[src/rtl/alu_mw_sub_seq_if.sv]
// rtl/alu_mw_sub_seq_if.sv - command, ALU-drive and result signals of the multi-word subtract sequencer
interface alu_mw_sub_seq_if #(
  parameter int BITS  = 8,
  parameter int WORDS = 4
);
  logic                  i_valid;
  logic                  o_ready;
  logic [BITS*WORDS-1:0] i_a;
  logic [BITS*WORDS-1:0] i_b;
  logic [BITS-1:0]       o_alu_a;
  logic [BITS-1:0]       o_alu_b;
  logic                  o_alu_carry;
  logic [BITS-1:0]       i_alu_diff;
  logic                  i_alu_borrow;
  logic                  o_valid;
  logic                  i_ready;
  logic [BITS*WORDS-1:0] o_diff;
  logic                  o_borrow;
  logic                  o_zero;
  logic                  o_busy;

  modport slave (
    input  i_valid, i_a, i_b, i_alu_diff, i_alu_borrow, i_ready,
    output o_ready, o_alu_a, o_alu_b, o_alu_carry, o_valid, o_diff, o_borrow, o_zero, o_busy
  );

  modport master (
    output i_valid, i_a, i_b, i_alu_diff, i_alu_borrow, i_ready,
    input  o_ready, o_alu_a, o_alu_b, o_alu_carry, o_valid, o_diff, o_borrow, o_zero, o_busy
  );
endinterface

[src/rtl/alu_mw_sub_seq.sv]
// rtl/alu_mw_sub_seq.sv - feeds a wide subtract through a BITS-wide ALU one word per cycle, LSW first
module alu_mw_sub_seq #(
  parameter int BITS  = 8,
  parameter int WORDS = 4
) (
  input  logic             i_clk,
  input  logic             i_rst,
  alu_mw_sub_seq_if.slave  bus
);
  localparam int W  = BITS * WORDS;
  localparam int IW = $clog2(WORDS) + 1;
  localparam logic [IW-1:0] LAST = IW'(WORDS - 1);

  typedef enum logic [1:0] {IDLE, RUN, DONE} state_e;

  state_e        state_q, state_d;
  logic [IW-1:0] idx_q, idx_d;
  logic [W-1:0]  a_q, a_d, b_q, b_d, diff_q, diff_d;
  logic          chain_q, chain_d;
  logic          borrow_q, borrow_d;
  logic          zero_q, zero_d;
  logic [BITS-1:0] alu_a_c, alu_b_c;
  logic            alu_carry_c;

  always_comb begin
    state_d     = state_q;
    idx_d       = idx_q;
    a_d         = a_q;
    b_d         = b_q;
    diff_d      = diff_q;
    chain_d     = chain_q;
    borrow_d    = borrow_q;
    zero_d      = zero_q;
    alu_a_c     = '0;
    alu_b_c     = '0;
    alu_carry_c = 1'b0;
    case (state_q)
      IDLE: begin
        if (bus.i_valid) begin
          a_d     = bus.i_a;
          b_d     = bus.i_b;
          idx_d   = '0;
          chain_d = 1'b0;
          state_d = RUN;
        end
      end
      RUN: begin
        // chain_q is cleared on acceptance, so word 0 sees a zero borrow-in
        alu_a_c     = a_q[int'(idx_q)*BITS +: BITS];
        alu_b_c     = b_q[int'(idx_q)*BITS +: BITS];
        alu_carry_c = chain_q;
        diff_d[int'(idx_q)*BITS +: BITS] = bus.i_alu_diff;
        chain_d     = bus.i_alu_borrow;
        if (idx_q == LAST) begin
          state_d  = DONE;
          borrow_d = bus.i_alu_borrow;
          zero_d   = (diff_d == '0);
        end else begin
          idx_d = idx_q + 1'b1;
        end
      end
      DONE: begin
        if (bus.i_ready) state_d = IDLE;
      end
      default: state_d = IDLE;
    endcase
  end

  always_ff @(posedge i_clk) begin
    if (i_rst) begin
      state_q  <= IDLE;
      idx_q    <= '0;
      a_q      <= '0;
      b_q      <= '0;
      diff_q   <= '0;
      chain_q  <= 1'b0;
      borrow_q <= 1'b0;
      zero_q   <= 1'b0;
    end else begin
      state_q  <= state_d;
      idx_q    <= idx_d;
      a_q      <= a_d;
      b_q      <= b_d;
      diff_q   <= diff_d;
      chain_q  <= chain_d;
      borrow_q <= borrow_d;
      zero_q   <= zero_d;
    end
  end

  assign bus.o_ready     = (state_q == IDLE);
  assign bus.o_valid     = (state_q == DONE);
  assign bus.o_busy      = (state_q == RUN);
  assign bus.o_alu_a     = alu_a_c;
  assign bus.o_alu_b     = alu_b_c;
  assign bus.o_alu_carry = alu_carry_c;
  assign bus.o_diff      = diff_q;
  assign bus.o_borrow    = borrow_q;
  assign bus.o_zero      = zero_q;
endmodule

[src/flat_wrapper.sv]
// flat-port wrapper written by rule: the top's interface ports become plain ports
module alu_mw_sub_seq_flat 
#(
  parameter int BITS  = 8,
  parameter int WORDS = 4
)
  (i_clk, i_rst, bus_i_valid, bus_i_a, bus_i_b, bus_i_alu_diff, bus_i_alu_borrow, bus_i_ready, bus_o_ready, bus_o_alu_a, bus_o_alu_b, bus_o_alu_carry, bus_o_valid, bus_o_diff, bus_o_borrow, bus_o_zero, bus_o_busy);
  alu_mw_sub_seq_if #(.BITS(BITS), .WORDS(WORDS)) bus_i ();
  input  logic i_clk;
  input  logic i_rst;
  input wire logic [$bits(bus_i.i_valid)-1:0] bus_i_valid;
  input wire logic [$bits(bus_i.i_a)-1:0] bus_i_a;
  input wire logic [$bits(bus_i.i_b)-1:0] bus_i_b;
  input wire logic [$bits(bus_i.i_alu_diff)-1:0] bus_i_alu_diff;
  input wire logic [$bits(bus_i.i_alu_borrow)-1:0] bus_i_alu_borrow;
  input wire logic [$bits(bus_i.i_ready)-1:0] bus_i_ready;
  output wire logic [$bits(bus_i.o_ready)-1:0] bus_o_ready;
  output wire logic [$bits(bus_i.o_alu_a)-1:0] bus_o_alu_a;
  output wire logic [$bits(bus_i.o_alu_b)-1:0] bus_o_alu_b;
  output wire logic [$bits(bus_i.o_alu_carry)-1:0] bus_o_alu_carry;
  output wire logic [$bits(bus_i.o_valid)-1:0] bus_o_valid;
  output wire logic [$bits(bus_i.o_diff)-1:0] bus_o_diff;
  output wire logic [$bits(bus_i.o_borrow)-1:0] bus_o_borrow;
  output wire logic [$bits(bus_i.o_zero)-1:0] bus_o_zero;
  output wire logic [$bits(bus_i.o_busy)-1:0] bus_o_busy;
  assign bus_i.i_valid = bus_i_valid;
  assign bus_i.i_a = bus_i_a;
  assign bus_i.i_b = bus_i_b;
  assign bus_i.i_alu_diff = bus_i_alu_diff;
  assign bus_i.i_alu_borrow = bus_i_alu_borrow;
  assign bus_i.i_ready = bus_i_ready;
  assign bus_o_ready = bus_i.o_ready;
  assign bus_o_alu_a = bus_i.o_alu_a;
  assign bus_o_alu_b = bus_i.o_alu_b;
  assign bus_o_alu_carry = bus_i.o_alu_carry;
  assign bus_o_valid = bus_i.o_valid;
  assign bus_o_diff = bus_i.o_diff;
  assign bus_o_borrow = bus_i.o_borrow;
  assign bus_o_zero = bus_i.o_zero;
  assign bus_o_busy = bus_i.o_busy;
  alu_mw_sub_seq #(.BITS(BITS), .WORDS(WORDS)) u_core (.i_clk(i_clk), .i_rst(i_rst), .bus(bus_i));
endmodule
[config.mk]
export PLATFORM = sky130hd
export DESIGN_NAME = alu_mw_sub_seq_flat
export DESIGN_NICKNAME = d
export VERILOG_FILES = /design/src/rtl/alu_mw_sub_seq_if.sv /design/src/rtl/alu_mw_sub_seq.sv /design/src/flat_wrapper.sv
export SDC_FILE = /design/constraint.sdc
export NUM_CORES = 1
export LEC_CHECK = 0
export CORE_MARGIN = 4
export CORE_UTILIZATION = 51
export DETAILED_ROUTE_END_ITERATION = 12
export GPL_ROUTABILITY_DRIVEN = 0
export GPL_TIMING_DRIVEN = 0
export HOLD_SLACK_MARGIN = 0.12
export PLACE_DENSITY = 0.85
export SYNTH_ARGS = -nofsm -noshare
export SYNTH_HDL_FRONTEND = slang
export SYNTH_SLANG_ARGS = --single-unit
export TNS_END_PERCENT = 1
[constraint.sdc]
create_clock -name i_clk -period 7.25 [get_ports i_clk]
set_input_delay 1.45 -clock i_clk [delete_from_list [all_inputs] [get_ports i_clk]]
set_output_delay 1.45 -clock i_clk [all_outputs]
set_load 0.02 [all_outputs]
==> flow_metrics.tcl <==
set metrics [dict create \
    ys_seq_elements 104 \
    p_sw_mw 0.302 \
    fp.dieH_um 101 \
    setup_slack_ns 3.02 \
    hp-class "reg2reg" \
    clk_pin_slew_ns 0.09 \
    vias 4399 \
    async_flop_share 0 \
    fin_util 0.721 \
    clkPwrFrac 0.282 \
    cp-end-kind "output pin" \
    dieArea_um2 10200 \
    drv_cap 0 \
    drtAntennaViolNets 0 \
    status "complete, no violations" \
    firstDrtPassIters 5 \
    cts_buffers 9 \
    clk-insertion-delay-late_ns 0.36 \
    max_slew.worst_pin.slew_ns 0.615 \
    drt-initial-drc-count 272 \
    synth_top_cell_by_area "dfxtp_1" \
    synth_edf_count 0 \
    cts-resized-gates 0 \
    yosysSeqAreaShare 0.470 \
    overflow 0 \
    path_cells "buf_2 > buf_2 > mux4_2 > and3_1 > clkdlybuf4s50_1" \
    path_max_fanout 10 \
    cp.required_ns 5.80 \
    synthCells 519 \
    synthFlopType "dfxtp_1" \
    timing.final.crit_share 0.583 \
    grt_pass1_wl_um 20500 \
    drc 0 \
    syn_area_per_cell_um2 8.53 \
    path_class "reg2out" \
    ctsLongestPathBuffers 2 \
    crit_path_start_kind "flip-flop" \
    synthTopCellsByArea "dfxtp_1 47%, nand2_1 12%, mux4_2 8.1%" \
    yosysUniqueCellTypes 37 \
    viasPerCell 5.72 \
    post_drt_wl_per_cell_um 17.0 \
    cts-htree-levels 3 \
    slowest_delay_ns 0.54 \
    final_layout_size_suffix_gt1_frac 0.0587 \
    tns_ns 0 \
    synth_common_cells "137 x nand2_1, 104 x dfxtp_1, 71 x a21oi_1" \
    maxSlewHeadroom 0.587 \
    grt.total_usage 0.255 \
    antenna_found_initial 0 \
    start_util 0.531 \
    synth_top_area_share 0.470 \
    max-vdd-ir-drop_uv 143 \
    grt_max_degree 17 \
    cp_top_family "buffers and inverters" \
    slew_violations 0 \
    timing.final.hold_violations 0 \
    power.leakage_nw 2.27 \
    fin_crit_ns 4.23 \
    power_mw 1.11 \
    cts_setup_buffers 0 \
    cpMostUsedCell "buf_2" \
    syn2layout_area_growth_pct 35.9 \
    portBuffers 129 \
    fmaxAchievable_mhz 237 \
    die_w_um 101 \
    cp_num_buf_inv 3 \
    hpwl_um 10000 \
    cts_hold_buffers 0 \
    p_seq_frac 0.549 \
    synth_area_um2 4430 \
    p_sw_frac 0.271 \
    skew_ns 0.00499 \
    row_count 33 \
    syn_nets 603 \
    yosys.cell_count.top_type "nand2_1" \
    diodes 0 \
    grt_pass1_vias 4303 \
    power_density_nw_per_um2 185 \
    routed_wl_um 13100 \
    slowest_stage "clkdlybuf4s50_1" \
    pre_cts_ws_ns 3.42 \
    boundaryPins 131 \
    power.internal_mw 0.813 \
    ys_warn_count 0 \
    cts_tree "done" \
    clock-sinks 104 \
    cts-root-buf "clkbuf_8" \
    rsz0062_at_grt "false" \
    worst_ep_arrival_time_ns 2.78 \
    nNetsFinal 743 \
    core_um2 8340 \
    setup_viol 0 \
    combPwrFrac 0.169 \
]
## final cells by class
type	count	area, um2
Buffer	36	148
Clock buffer	11	131
Clock inverter	5	33.8
Fill cell	637	2330
Inverter	6	22.5
Multi-Input combinational cell	373	2170
Sequential cell	104	2080
Tap cell	105	131
Timing Repair Buffer	129	1290
## through the flow
stage,hold WS [ns],area (um2),cells
2_1_floorplan,0.431,4430,519
3_3_place_gp,0.438,5850,753
3_5_place_dp,0.445,5850,753
4_1_cts,0.457,6010,769
5_1_grt,0.475,6010,769
6_report,0.460,6010,769
## sequential cells by signal (all words and copies together) (netlist names)
register,cells
u_core.b_q,32
u_core.bus.o_diff,32
u_core.a_q,32
u_core.idx_q,3
u_core.chain_q,1
u_core.state_q,2
u_core.bus.o_borrow,1
u_core.bus.o_zero,1
## power by group through the flow
stage / registers [mW] / clock network [mW] / logic, mW
after floorplan: 0.623 / 0 / 0.0955
after global placement: 0.623 / 0 / 0.180
after detailed placement: 0.624 / 0 / 0.185
after CTS: 0.611 / 0.317 / 0.187
after global routing: 0.614 / 0.342 / 0.203
final: 0.612 / 0.315 / 0.188
## worst paths after layout
check | start | endpoint | slack (ns) | cells past startpoint
min reg2reg | u_core.a_q[9] | u_core.a_q[9] | 0.46 | 2
max | u_core.idx_q[0] | bus_o_alu_b[0] | 3.02 | 5
min | u_core.a_q[9] | u_core.a_q[9] | 0.46 | 2
max reg2reg | u_core.idx_q[1] | u_core.bus.o_diff[16] | 4.07 | 11
## metal layers
layer  vias to the layer above  track usage  wire [um]
met3                        25       0.0551       1250
met4                         0       0.0849        195
met2                       232        0.443       6650
li1                       2079            -          -
met1                      2063        0.315       5020
met5                         -            0          0
## worst register-to-register path: cells and delay by family, from the launching register on
kind	cells	cell delay, ns
AOI/OAI and AO/OA	1	0.17
adders and majority gates	2	0.48
buffers and inverters	4	0.98
DFF	1	0.41
and+or+nand+nor	4	1.07
## kinds of logic after synthesis
logic type | share of synthesized area
and+or+nand+nor | 0.230
AOI/OAI and AO/OA | 0.140
DFF | 0.470
buffers and inverters | 0.0384
muxes | 0.102
adders and majority gates | 0.0198
## cells in the final DEF (no fill, tap or decap), types with 3 or more instances in the layout
cell and instances:
a21oi_1 71, a22oi_1 26, and3_1 17, buf_2 4, clkbuf_1 31, clkbuf_8 9
clkdlybuf4s50_1 129, dfxtp_1 104, ha_1 7, inv_1 6, mux2i_1 9, mux4_2 16
nand2_1 137, nand3_1 5, nand4_1 3, nor2_1 47, nor3_1 7, nor4_1 4
Power figures use the tool's default switching activity.
